[src/rtl/adc_clock_supervisor.sv]
// MMCM supervisor: reset sequencing, lock qualification and fine phase-shift walk to a signed target.
// Optional PSDONE watchdog enabled by defining ADC_PS_TIMEOUT_EN.
module adc_clock_supervisor #(
    parameter int RST_CYCLES  = 16,
    parameter int LOCK_STABLE = 1024,
    parameter int PHASE_W     = 12,
    parameter int PS_TIMEOUT  = 64,
    parameter int CNT_W       = 8
) (
    input  logic                      clk,
    input  logic                      reset,
    input  logic                      mmcm_locked,
    input  logic                      restart,
    input  logic signed [PHASE_W-1:0] phase_target,
    input  logic                      phase_load,
    input  logic                      ps_done,
    output logic                      mmcm_rst,
    output logic                      ps_en,
    output logic                      ps_incdec,
    output logic signed [PHASE_W-1:0] phase_current,
    output logic                      phase_busy,
    output logic                      clk_ready,
    output logic [CNT_W-1:0]          relock_count,
    output logic                      err_timeout
);

    localparam logic [2:0] RST_MMCM  = 3'd0;
    localparam logic [2:0] WAIT_LOCK = 3'd1;
    localparam logic [2:0] STABLE    = 3'd2;
    localparam logic [2:0] IDLE      = 3'd3;
    localparam logic [2:0] PS_PULSE  = 3'd4;
    localparam logic [2:0] PS_WAIT   = 3'd5;

    // One shared counter serves reset hold, lock qualification and the PSDONE watchdog.
    localparam int CNT_MAX_A = (RST_CYCLES > LOCK_STABLE) ? RST_CYCLES : LOCK_STABLE;
    localparam int CNT_MAX   = (CNT_MAX_A > PS_TIMEOUT) ? CNT_MAX_A : PS_TIMEOUT;
    localparam int TW        = $clog2(CNT_MAX + 1);

    localparam logic [TW-1:0] RST_LAST    = TW'(RST_CYCLES - 1);
    localparam logic [TW-1:0] STABLE_LAST = TW'(LOCK_STABLE - 1);
    localparam logic [TW-1:0] CNT_ONE     = TW'(1);

    logic [2:0]                state;
    logic [TW-1:0]             cnt;
    logic                      lock_meta;
    logic                      lock_sync;
    logic signed [PHASE_W-1:0] target_q;
    logic                      at_target;
    logic                      lock_lost;

    // NOTE: non-blocking assignments make these two flops a true two-stage synchroniser.
    always_ff @(posedge clk or posedge reset) begin
        if (reset) begin
            lock_meta <= 1'b0;
            lock_sync <= 1'b0;
        end else begin
            lock_meta <= mmcm_locked;
            lock_sync <= lock_meta;
        end
    end

    // The stored target survives restarts so the phase is re-applied after relock.
    always_ff @(posedge clk or posedge reset) begin
        if (reset) begin
            target_q <= '0;
        end else if (phase_load) begin
            target_q <= phase_target;
        end
    end

    assign at_target  = (phase_current == target_q);
    assign lock_lost  = !lock_sync && (state == IDLE || state == PS_PULSE || state == PS_WAIT);
    assign phase_busy = (state == PS_PULSE) || (state == PS_WAIT) || (state == IDLE && !at_target);

`ifdef ADC_PS_TIMEOUT_EN
    localparam logic [TW-1:0] TO_LAST = TW'(PS_TIMEOUT - 1);
`else
    assign err_timeout = 1'b0;
`endif

    always_ff @(posedge clk or posedge reset) begin
        if (reset) begin
            state         <= RST_MMCM;
            cnt           <= '0;
            mmcm_rst      <= 1'b1;
            ps_en         <= 1'b0;
            ps_incdec     <= 1'b0;
            phase_current <= '0;
            clk_ready     <= 1'b0;
            relock_count  <= '0;
`ifdef ADC_PS_TIMEOUT_EN
            err_timeout   <= 1'b0;
`endif
        end else begin
            ps_en     <= 1'b0;
            clk_ready <= 1'b0;
            // An explicit restart outranks a simultaneous lock loss and is not counted.
            if (restart || lock_lost) begin
                state         <= RST_MMCM;
                cnt           <= '0;
                mmcm_rst      <= 1'b1;
                phase_current <= '0;
                if (!restart && relock_count != '1) begin
                    relock_count <= relock_count + CNT_W'(1);
                end
`ifdef ADC_PS_TIMEOUT_EN
                if (restart) begin
                    err_timeout <= 1'b0;
                end
`endif
            end else begin
                case (state)
                    RST_MMCM: begin
                        mmcm_rst      <= 1'b1;
                        phase_current <= '0;
                        if (cnt == RST_LAST) begin
                            state    <= WAIT_LOCK;
                            mmcm_rst <= 1'b0;
                            cnt      <= '0;
                        end else begin
                            cnt <= cnt + CNT_ONE;
                        end
                    end
                    WAIT_LOCK: begin
                        if (lock_sync) begin
                            state <= STABLE;
                            cnt   <= '0;
                        end
                    end
                    STABLE: begin
                        if (!lock_sync) begin
                            state <= WAIT_LOCK;
                        end else if (cnt == STABLE_LAST) begin
                            state <= IDLE;
                            cnt   <= '0;
                        end else begin
                            cnt <= cnt + CNT_ONE;
                        end
                    end
                    IDLE: begin
                        if (!at_target) begin
                            state     <= PS_PULSE;
                            ps_en     <= 1'b1;
                            ps_incdec <= (target_q > phase_current);
                            cnt       <= '0;
                        end else begin
                            clk_ready <= 1'b1;
                        end
                    end
                    PS_PULSE: begin
                        state <= PS_WAIT;
`ifdef ADC_PS_TIMEOUT_EN
                        cnt   <= cnt + CNT_ONE;
`endif
                    end
                    PS_WAIT: begin
                        // The step taken is the one issued, even if the target moved meanwhile.
                        if (ps_done) begin
                            state         <= IDLE;
                            phase_current <= ps_incdec ? phase_current + PHASE_W'(1)
                                                       : phase_current - PHASE_W'(1);
`ifdef ADC_PS_TIMEOUT_EN
                        end else if (cnt == TO_LAST) begin
                            err_timeout   <= 1'b1;
                            state         <= RST_MMCM;
                            cnt           <= '0;
                            mmcm_rst      <= 1'b1;
                            phase_current <= '0;
                        end else begin
                            cnt <= cnt + CNT_ONE;
`endif
                        end
                    end
                    default: begin
                        state    <= RST_MMCM;
                        cnt      <= '0;
                        mmcm_rst <= 1'b1;
                    end
                endcase
            end
        end
    end

endmodule

[config.mk]
export PLATFORM = sky130hd
export DESIGN_NAME = adc_clock_supervisor
export DESIGN_NICKNAME = d
export VERILOG_FILES = /design/src/rtl/adc_clock_supervisor.sv
export SDC_FILE = /design/constraint.sdc
export NUM_CORES = 1
export LEC_CHECK = 0
export ABC_AREA = 0
export ABC_CLOCK_PERIOD_IN_PS = 2710
export CELL_PAD_IN_SITES_DETAIL_PLACEMENT = 2
export CELL_PAD_IN_SITES_GLOBAL_PLACEMENT = 2
export CORE_UTILIZATION = 30
export DETAILED_ROUTE_END_ITERATION = 16
export PLACE_DENSITY = 0.71
export REMOVE_ABC_BUFFERS = 1
export SETUP_SLACK_MARGIN = 0.15
export SLEW_MARGIN = 20
export SYNTH_ARGS = -nofsm -noshare
export SYNTH_HDL_FRONTEND = slang
export SYNTH_SLANG_ARGS = --single-unit
[constraint.sdc]
create_clock -name clk -period 2.71 [get_ports clk]
set_input_delay 0.271 -clock clk [delete_from_list [all_inputs] [get_ports clk]]
set_output_delay 0.271 -clock clk [all_outputs]
set_load 0.02 [all_outputs]
Word level (Yosys, flattened, before mapping)
Index checks and enable logic that the tools add are counted.

Register bits: 52. Bits of input ports: 18. Logic and storage cells: 83.

$add $sub $neg: 4. Magnitude comparators: 1. Equality and inequality tests: 17. Mux-type cells: 28. Bitwise operators: 2. Reductions and logical operators: 20.

Operator list (number): $mux 11 (6); $pmux 11 s5 (1); $mux 12 (3); $pmux 12 s2 (1); $mux 3 (7); $pmux 3 s6 (1); $add 12x2->12 const B (1); $eq 12x12->1 (1); $gt 12x12->1 (1); $sub 12x2->12 const B (1); $add 11x1->11 const B (1); $eq 11x10->1 const B (1); $eq 11x4->1 const B (1); $ne 3x3->1 const B (3); $add 8x1->8 const B (1); $mux 1 (8); $ne 8x8->1 const B (1); $eq 3x2->1 const B (2); $eq 3x3->1 const B (2); $ne 3x2->1 const B (2); $logic_or 1x1->1 (5); $reduce_and 5->1 (1); $reduce_or 5->1 (1); $ne 2x1->1 const B (2); 12 further kinds (18).

Logic depth before layout (Yosys ltp)
Gate-level depths: netlist of the first run.

Depth in word-level cells: 7. Mapped depth: 9. Mapped depth without buffers: 8.

Least setup slack after synthesis of the first run
No wires, ideal clock.

Path kind: flip-flop to flip-flop. Start point: register ps_incdec. End point: register phase_current[11]. Setup time: 0.066 ns. Arrival time: 2.412 ns. Path slack: 0.232 ns. Stages on the path, launching flop included: 10. Buffers on the path: 1. Clock period less this slack: 2.478 ns. Cells stage by stage: dfrtp_1 > clkbuf_1 > inv_1 > ha_1 > a21oi_1 > o31a_1 > o21ai_1 > a2111o_1 > o21ai_1 > and3_1.

Word-level cells in the longest chain between the ends: 4.

Ends and longest elaborated chain: start, declared (line 19) `output logic ps_incdec,`; start signal, assigned (line 144) `ps_incdec <= (target_q > phase_current);`; $mux 12 (line 160) `phase_current <= ps_incdec ? phase_current + PHASE_W'(1)`; $mux 12 (line 158) `if (ps_done) begin`; $pmux 12 s2 (line 112) `case (state)`; $mux 12 (line 98) `if (restart || lock_lost) begin`; end signal, assigned (line 160); end, declared (line 20) `output logic signed [PHASE_W-1:0] phase_current,`.

Every way passes these cells. The select of a mux whose other input is x is not followed. A chain may end at the register's enable or synchronous reset.

Worst setup path in the final report of the first run
Ends and elaborated chain as after synthesis.

==> results of run 1 <==
-- placed cells by master, fill, tap and decap left out, types with 3 or more instances in the layout --
| master | n |
|---|---|
| a211oi_1 | 4 |
| a21o_1 | 4 |
| a21oi_1 | 12 |
| a31oi_1 | 3 |
| and3_1 | 7 |
| buf_4 | 15 |
| clkbuf_8 | 6 |
| clkdlybuf4s50_1 | 41 |
| dfrtp_1 | 50 |
| ha_1 | 24 |
| inv_1 | 19 |
| mux2_2 | 11 |
| nand2_1 | 33 |
| nand2b_1 | 7 |
| nand3_1 | 13 |
| nand3b_1 | 4 |
| nand4_1 | 9 |
| nor2_1 | 14 |
| nor2b_1 | 10 |
| nor3_1 | 5 |
| o21ai_0 | 13 |
| o21ai_1 | 25 |
| o31ai_1 | 3 |
| xnor2_1 | 8 |
| xor2_1 | 8 |
-- metal layers --
metal	wire length [µm]	share of wire (%)	vias to the layer above	GRT usage [%]
li1	-	-	1358	-
met4	90	0.95	0	4.110
met2	4323	45	37	28.43
met1	4784	50	1428	25.39
met3	311	3.3	6	3.465
met5	0	0	-	0
-- per-stage QoR --
step	power, mW	cell area (µm²)
after detailed placement	0.9864	3914
after floorplan	0.9130	3241
after global placement	0.9785	3914
after global routing	1.535	4044
final	1.457	4044
after CTS	1.485	4006
-- critical path: cells and delay by family, from the launching register on --
| kind | cells | cell delay [ns] |
|---|---|---|
| fa+ha+maj | 1 | 0.31 |
| buf+inv | 1 | 0.19 |
| compound gates | 5 | 1.30 |
| flops | 1 | 0.39 |
| simple gates | 1 | 0.16 |
-- power groups by stage --
stage          clock, mW  sequential, mW  combinational [mW]
2_1_floorplan          0           0.827              0.0858
6_report           0.488           0.822               0.147
5_1_grt            0.541           0.826               0.168
3_3_place_gp           0           0.836               0.143
3_5_place_dp           0           0.837               0.149
4_1_cts            0.513           0.822               0.151
-- logic make-up (layout without fill, tap and decap cells) --
kind of cell,count (synthesis),after routing,share of synthesized area [%]
AND/OR/NAND/NOR,121,121,20.03
adder cells (fa/ha/maj),25,25,9.675
other,1,1,0.1133
flip-flops,52,52,39.34
AO/OA/AOI/OAI,86,86,17.54
buffers and inverters,32,85,4.384
multiplexers,14,14,4.686
XOR/XNOR,16,16,4.233
-- state kept, by name, summed over array words and instances, names as in the netlist --
register       count
cnt               11
state              3
ps_incdec          1
phase_current     12
lock_sync          1
relock_count       8
ps_en              1
target_q          12
lock_meta          1
clk_ready          1
mmcm_rst           1
-- cell type report --
class                      instances  share of cell area (%)
multi-input combinational        263                   46.19
sequential                        52                   32.24
timing repair buffer              57                   13.18
tap                              136                   4.208
clock buffer                       7                   2.135
inverter                          20                   1.856
clock inverter                     1                  0.1856
-- worst max-delay path by stage --
stage                                   from                       endpoint  slack (ns)  cells past startpoint
3_5_place_dp           ps_incdec$_DFFE_PP0P_  phase_current[11]$_DFFE_PP0P_        0.33                      8
2_1_floorplan          ps_incdec$_DFFE_PP0P_  phase_current[11]$_DFFE_PP0P_        0.31                      8
4_1_cts        phase_current[10]$_DFFE_PP0P_                     phase_busy        0.16                      7
5_1_grt         phase_current[9]$_DFFE_PP0P_                     phase_busy        0.16                      7
6_report               ps_incdec$_DFFE_PP0P_  phase_current[11]$_DFFE_PP0P_        0.30                      8
3_3_place_gp   phase_current[11]$_DFFE_PP0P_                     phase_busy        0.33                      7
-- timing repair --
| item | 4_1_cts | 5_1_grt |
|---|---|---|
| setup endpoints to repair | 1 | 1 |
| cloned | 0 | 0 |
| resized for setup | 1 | 3 |
| endpoints found under the hold margin | 0 | 0 |
| buffers inserted | 0 | 4 |
| pin swaps | 0 | 1 |
==> impl_metrics.json, run 1 <==
{
  "fp-row-count": 37,
  "power_frac_comb_pct": 10.1,
  "p_int_mw": 1.083,
  "netlist_top_cells_area": "dfrtp_1 (39%), ha_1 (9.1%), o21ai_1 (3.8%)",
  "yosys.area.top_type": "dfrtp_1",
  "viasPerCell": 5.278,
  "drt-total-wl_um": 9509,
  "cellPowerDensity_nw_per_um2": 360.2,
  "hp-class": "primary input to async pin",
  "holdWs_ns": 0.2941,
  "die_h_um": 107.1,
  "final_cells": 536,
  "final_util_pct": 38.48,
  "cp.arrival_ns": 2.66,
  "tritoncts": "done",
  "critical_path.most_common_cell": "o21ai_1",
  "grt_usage_pct": 18.02,
  "regToRegStartpoint": "ps_incdec$_DFFE_PP0P_",
  "p_leak_nw": 1.674,
  "rr_endpoint": "phase_current[11]$_DFFE_PP0P_",
  "tns_ns": 0,
  "drc_errors": 0,
  "slowest_delay_ns": 0.42,
  "max_freq_mhz": 415.5,
  "initial_core_util_pct": 31.50,
  "io_pins": 44,
  "place_congestion": 0.7791,
  "dp.cells": 524,
  "n_antenna_cell": 0,
  "rsz0062_at_grt": "false",
  "setup_viol": 0,
  "drt_iter0_drc": 92,
  "hpwl_um": 7425,
  "path_max_fanout": 5,
  "status": "complete, no violations",
  "timing.final.max_slew_violations": 0,
  "async_flop_share_pct": 100.0,
  "reg2regPathDepth": 8,
  "setup_ws_ns": 0.3034,
  "postRouteAntennaNets": 0,
  "clock_latency_ns": 0.32,
  "drive_above_1_share_pct": 11.00,
  "vias": 2829,
  "timing.final.crit_period_ns": 2.407,
  "ir_worst_vdd_mv": 0.2255,
  "final_nets": 442,
  "ys_seq_elements": 52,
  "tightest_slew_ns": 0.5972,
  "path_clk_slew_ns": 0.11,
  "end_kind": "flip-flop",
  "die_area_um2": 11460,
  "finClkSkew_ns": 0.01201,
  "avgRoutedWirePerCell_um": 17.74,
  "antenna_found_initial": 0,
  "seqPwrFrac_pct": 56.4,
  "cts.sinks": 52,
  "drt_first_pass_iters": 4,
  "synth.avg_cell_area_um2": 9.541,
  "grt_max_degree": 24,
  "cts_buffers": 5,
  "yosys_warnings": 0,
  "io_buffers": 42,
  "path_class": "flip-flop to flip-flop",
  "multi_input_area_um2": 1868,
  "core_area_um2": 10510,
  "slew_headroom_pct": 60.19,
  "seq_area_frac_synth_pct": 39.34,
  "fin_crit_sh_pct": 88.81,
  "grt_pass1_vias": 3014,
  "root_buffer": "clkbuf_8",
  "finalHoldViolCount": 0,
  "grt-ovfl-total": 0,
  "syn2layout_area_growth_pct": 22.15,
  "synth-edff-count": 0,
  "critPathLaunchType": "flip-flop",
  "post-place-ws_ns": 0.3324,
  "synthFlopType": "dfrtp_1",
  "syn_area_um2": 3311,
  "crit_chain": "inv_1 > ha_1 > a21oi_1 > o31a_1 > o21ai_1 > a2111o_1 > o21ai_1 > and3_1",
  "ys_top_cells_by_count": "dfrtp_1 (51), nand2_1 (33), o21ai_1 (25)",
  "synth.distinct_cells": 65,
  "ctsHoldBuffers": 0,
  "grt_pass1_wl_um": 16020,
  "synth_most_common_cell": "dfrtp_1",
  "die_width_um": 107.1,
  "synth_top_cell_area_share_pct": 38.55,
  "syn_inst": 347,
  "cp_slowest_cell": "a2111o_1",
  "reg2reg_slack_ns": 0.30,
  "sw_frac_of_total_pct": 25.67,
  "maxCapViolCount": 0,
  "clockBufferDepth": 2,
  "h-tree-depth": 2,
  "fill_cells": 1181,
  "register_area_um2": 1304,
  "p_clk_share_pct": 33.5,
  "net-switching-power_uw": 373.9,
  "critPathRequiredTime_ns": 2.97
}
(Power assumes the default switching activity.)
==> run 2: changes to the inputs <==
--- a/config.mk
+++ b/config.mk
@@ -12,8 +12,8 @@
 export CORE_UTILIZATION = 30
 export DETAILED_ROUTE_END_ITERATION = 16
 export PLACE_DENSITY = 0.71
-export REMOVE_ABC_BUFFERS = 1
 export SETUP_SLACK_MARGIN = 0.15
+export SKIP_CTS_REPAIR_TIMING = 1
 export SLEW_MARGIN = 20
 export SYNTH_ARGS = -nofsm -noshare
 export SYNTH_HDL_FRONTEND = slang
==> run 2 against run 1 <==
  * Via count increased by 0.14%
  * Worst hold slack got worse by 0.019 ns
  * Flip-flop and latch count unchanged
  * Clock skew decreased by 0.0039 ns
  * Clock-buffer cell count unchanged
  * Critical path depth decreased by 1
  * Power decreased by 0.83%
  * Final cell count decreased by 0.93%
  * Core utilization decreased by 0.38 points
  * Register-to-register slack improved by 0.02 ns
  * Largest cell class unchanged
  * Clock power decreased by 2%
  * Worst setup slack got worse by 0.019 ns
==> impl_metrics.json, run 2 (same netlist as run 1, synthesis figures left out) <==
{
  "reg2regPathDepth": 7,
  "clockBufferDepth": 2,
  "io_pins": 44,
  "drc_errors": 0,
  "die_h_um": 107.1,
  "max_freq_mhz": 412.3,
  "timing.final.max_slew_violations": 0,
  "path_max_fanout": 4,
  "critPathLaunchType": "flip-flop",
  "synthesis.nets": 390,
  "grt_pass1_vias": 3117,
  "antenna_found_initial": 0,
  "avgRoutedWirePerCell_um": 17.31,
  "cp.arrival_ns": 2.15,
  "finClkSkew_ns": 0.008102,
  "final_common_cell": "dfrtp_1",
  "post-place-ws_ns": 0.2881,
  "timing.final.crit_period_ns": 2.425,
  "cellPowerDensity_nw_per_um2": 360.8,
  "reg_top3": "phase_current: 12 flops, target_q: 12 flops, cnt: 11 flops",
  "core_area_um2": 10510,
  "n_antenna_cell": 0,
  "syn2layout_area_growth_pct": 20.94,
  "total_power_mw": 1.445,
  "final_nets": 437,
  "status": "complete, no violations",
  "grt-ovfl-total": 0,
  "rsz0062_at_grt": "false",
  "p_leak_nw": 1.665,
  "stdcell_area_um2": 4004,
  "fp-row-count": 37,
  "root_buffer": "clkbuf_8",
  "final_cells": 531,
  "grt_usage_pct": 17.31,
  "tns_ns": 0,
  "final_cell_mix": "dfrtp_1 (50), clkdlybuf4s50_1 (41), nand2_1 (33), o21ai_1 (25), ha_1 (24)",
  "grt_pass1_wl_um": 15500,
  "maxCapViolCount": 0,
  "slew_headroom_pct": 58.58,
  "finalHoldViolCount": 0,
  "setup_ws_ns": 0.2848,
  "tritoncts": "done",
  "critPathRequiredTime_ns": 2.44,
  "h-tree-depth": 2,
  "fin_crit_sh_pct": 89.49,
  "initial_core_util_pct": 31.50,
  "hp-class": "primary input to async pin",
  "place_congestion": 0.7600,
  "drt_iter0_drc": 60,
  "hpwl_um": 7061,
  "path_class": "flip-flop to primary output",
  "placed_area_um2": 3906,
  "cts.sinks": 52,
  "die_area_um2": 11460,
  "path_clk_slew_ns": 0.10,
  "ir_worst_vdd_mv": 0.1715,
  "setup_viol": 0,
  "vias": 2833,
  "io_buffers": 42,
  "end_kind": "primary output",
  "viasPerCell": 5.335,
  "tightest_slew_ns": 0.6214,
  "grt_max_degree": 21,
  "dp.cells": 523,
  "fill_cells": 1175,
  "drive_above_1_share_pct": 9.620,
  "clock_latency_ns": 0.31,
  "final_util_pct": 38.10,
  "holdWs_ns": 0.2750,
  "drt-total-wl_um": 9194,
  "cts_buffers": 5,
  "drt_first_pass_iters": 4,
  "postRouteAntennaNets": 0,
  "die_width_um": 107.1
}
## run 2: cell types whose count changed in the layout (fill, tap and decap cells not counted)
cell             change
buf_4                -5
clkdlybuf4s15_1      -1
dlymetal6s2s_1       +1
or3_1                +1
or3_4                -1
## run 2: layout make-up
cell class	count	area, µm²	area share (%)
Multi-Input combinational cell	263	1863	46.53
Sequential cell	52	1304	32.56
Tap cell	136	170.2	4.250
Timing Repair Buffer	52	498.0	12.44
Clock inverter	1	7.507	0.1875
Clock buffer	7	86.33	2.156
Inverter	20	75.07	1.875
## run 2: worst max-delay path: stages (launching register included)
cell and delay (ns):
dfrtp_1 0.45, inv_1 0.07, ha_1 0.32, nand4_1 0.16
or3_1 0.45, nand3_1 0.11, nand2_1 0.08, dlymetal6s2s_1 0.21
## run 2: path summary, 6_finish.rpt
path	startpoint	endpoint	slack, ns
setup / recovery	phase_current[9]$_DFFE_PP0P_	phase_busy	0.28
hold / removal	reset	ps_en$_DFF_PP0_	0.28
setup reg to reg	phase_current[9]$_DFFE_PP0P_	cnt[7]$_DFFE_PP0P_	0.32
hold reg to reg	lock_meta$_DFF_PP0_	lock_sync$_DFF_PP0_	0.36
max in group asynchronous	reset	target_q[3]$_DFFE_PP0P_	1.82
min in group clk	lock_meta$_DFF_PP0_	lock_sync$_DFF_PP0_	0.36
## run 2: power by group
group          internal (mW)  switching [mW]
logic                 0.0737          0.0732
registers              0.799          0.0193
clock network          0.208           0.271
total                   1.08           0.364
## run 2: routing by layer
layer  vias to the layer above  GRT usage [%]  share of wire [%]
li1                       1340              -                  -
met1                      1453          21.27                 45
met2                        35          31.75                 52
met3                         5          2.128                2.0
met4                         0          4.403               0.92
met5                         -              0                  0
==> run 3: changes to the inputs <==
--- a/config.mk
+++ b/config.mk
@@ -11,6 +11,7 @@
 export CELL_PAD_IN_SITES_GLOBAL_PLACEMENT = 2
 export CORE_UTILIZATION = 30
 export DETAILED_ROUTE_END_ITERATION = 16
+export MAX_ROUTING_LAYER = met4
 export PLACE_DENSITY = 0.71
 export SETUP_SLACK_MARGIN = 0.15
 export SKIP_CTS_REPAIR_TIMING = 1
==> run 3 against run 2 <==
  * Clock skew fell by 0.00087 ns
  * Critical endpoint unchanged
  * Worst hold slack worse by 0.00077 ns
  * Die area unchanged
  * Core utilization unchanged
  * Clock-buffer cell count is the same
==> impl_metrics.json, run 3 (same netlist as run 1, synthesis figures left out) <==
{
  "status": "complete, no violations",
  "h-tree-depth": 2,
  "grt_pass1_vias": 3114,
  "drive_above_1_share_pct": 9.620,
  "post-place-ws_ns": 0.2881,
  "die_h_um": 107.1,
  "slowest_delay_ns": 0.43,
  "viasPerCell": 5.347,
  "antenna_found_initial": 0,
  "n_antenna_cell": 0,
  "io_pins": 44,
  "p_int_mw": 1.081,
  "critPathLaunchType": "flip-flop",
  "fp-row-count": 37,
  "initial_core_util_pct": 31.50,
  "path_class": "flip-flop to primary output",
  "cts_buffers": 5,
  "fill_cells": 1175,
  "critPathRequiredTime_ns": 2.44,
  "cts.sinks": 52,
  "grt_usage_pct": 17.84,
  "path_clk_slew_ns": 0.10,
  "io_buffers": 42,
  "power_frac_comb_pct": 10.2,
  "reg_top3": "phase_current: 12 flops, target_q: 12 flops, cnt: 11 flops",
  "max_freq_mhz": 413.1,
  "use_met2_pct": 31.89,
  "register_area_um2": 1304,
  "root_buffer": "clkbuf_8",
  "finClkSkew_ns": 0.007235,
  "seqPwrFrac_pct": 56.7,
  "finalHoldViolCount": 0,
  "place_congestion": 0.7700,
  "hpwl_um": 7061,
  "tritoncts": "done",
  "grt_max_degree": 21,
  "core_area_um2": 10510,
  "setup_ws_ns": 0.2895,
  "cp.arrival_ns": 2.15,
  "sw_frac_of_total_pct": 25.13,
  "grtUsageMet1_pct": 21.27,
  "drt_first_pass_iters": 4,
  "timing.final.max_slew_violations": 0,
  "timing.final.crit_period_ns": 2.421,
  "total_power_mw": 1.444,
  "tightest_slew_ns": 0.6258,
  "crit_chain": "inv_1 > ha_1 > nand4_1 > or3_1 > nand3_1 > nand2_1 > dlymetal6s2s_1",
  "cp_slowest_cell": "or3_1",
  "grt_pass1_wl_um": 15510,
  "setup_viol": 0,
  "end_kind": "primary output",
  "regToRegStartpoint": "phase_current[6]$_DFFE_PP0P_",
  "vias": 2839,
  "reg2reg_slack_ns": 0.33,
  "synthesis.nets": 390,
  "maxCapViolCount": 0,
  "die_width_um": 107.1,
  "grt-ovfl-total": 0,
  "p_clk_share_pct": 33.2,
  "path_max_fanout": 4,
  "slew_headroom_pct": 58.28,
  "final_common_cell": "dfrtp_1",
  "avgRoutedWirePerCell_um": 17.35,
  "drt_iter0_drc": 67,
  "grtUsageMet3_pct": 2.128,
  "reg2regPathDepth": 7,
  "ir_worst_vdd_mv": 0.1715,
  "fin_crit_sh_pct": 89.32,
  "postRouteAntennaNets": 0,
  "rr_endpoint": "cnt[7]$_DFFE_PP0P_",
  "syn2layout_area_growth_pct": 20.94,
  "net-switching-power_uw": 362.9,
  "cellPowerDensity_nw_per_um2": 360.7,
  "drc_errors": 0,
  "top_usage_layer": "met2",
  "clockBufferDepth": 2,
  "p_leak_nw": 1.665,
  "clock_latency_ns": 0.31,
  "die_area_um2": 11460,
  "final_cell_mix": "dfrtp_1 (50), clkdlybuf4s50_1 (41), nand2_1 (33), o21ai_1 (25), ha_1 (24)",
  "hp-class": "primary input to async pin",
  "final_nets": 437,
  "rsz0062_at_grt": "false",
  "drt-total-wl_um": 9214,
  "multi_input_area_um2": 1863
}
==> run 3: cell counts in the layout (fill, tap and decap cells not counted) <==
No cell type changed its count.
==> run 3: worst max path at each step <==
stage / startpoint / cells after the start / slack [ns] / endpoint
after floorplan: ps_incdec$_DFFE_PP0P_ / 9 / 0.23 / phase_current[11]$_DFFE_PP0P_
after global placement: phase_current[9]$_DFFE_PP0P_ / 7 / 0.32 / phase_busy
after detailed placement: phase_current[5]$_DFFE_PP0P_ / 7 / 0.29 / cnt[7]$_DFFE_PP0P_
after CTS: phase_current[5]$_DFFE_PP0P_ / 7 / -0.09 / phase_busy
after global routing: ps_incdec$_DFFE_PP0P_ / 8 / 0.16 / phase_current[9]$_DFFE_PP0P_
final: phase_current[6]$_DFFE_PP0P_ / 7 / 0.29 / phase_busy
==> run 3: cell type report <==
class | count | share of cell area [%]
repair buffers | 52 | 12.44
inverters | 20 | 1.875
multi-input cells | 263 | 46.53
flip-flops and latches | 52 | 32.56
well taps | 136 | 4.250
clock buffers | 7 | 2.156
clock inverters | 1 | 0.1875
==> run 3: metal layers <==
metal | part of all wire, % | vias up
li1 | - | 1339
met1 | 45 | 1457
met2 | 52 | 37
met3 | 2.1 | 6
met4 | 0.89 | 0
met5 | 0 | -
==> run 3: critical path, delay by kind of cell (launching register included) <==
kind	cells	cell delay [ns]
simple gates	4	0.84
buf+inv	2	0.29
fa+ha+maj	1	0.29
flops	1	0.42
==> run 3: power by group through the flow <==
stage / registers, mW / logic (mW) / clock network, mW
6_report: 0.818 / 0.147 / 0.479
4_1_cts: 0.819 / 0.152 / 0.512
2_1_floorplan: 0.826 / 0.0918 / 0
5_1_grt: 0.822 / 0.168 / 0.531
3_3_place_gp: 0.833 / 0.142 / 0
3_5_place_dp: 0.835 / 0.150 / 0
==> run 3: per-stage QoR <==
step / setup TNS (ns) / hold WS, ns / instances / cell area, µm² / utilization (%)
3_3_place_gp: 0 / 0.3324 / 523 / 3906 / 37.17
2_1_floorplan: 0 / 0.3024 / 347 / 3311 / -
4_1_cts: -0.08868 / 0.2942 / 531 / 4000 / 38.06
6_report: 0 / 0.2742 / 531 / 4004 / 38.10
5_1_grt: 0 / 0.3076 / 531 / 4004 / 38.10
3_5_place_dp: 0 / 0.3419 / 523 / 3906 / 37.17
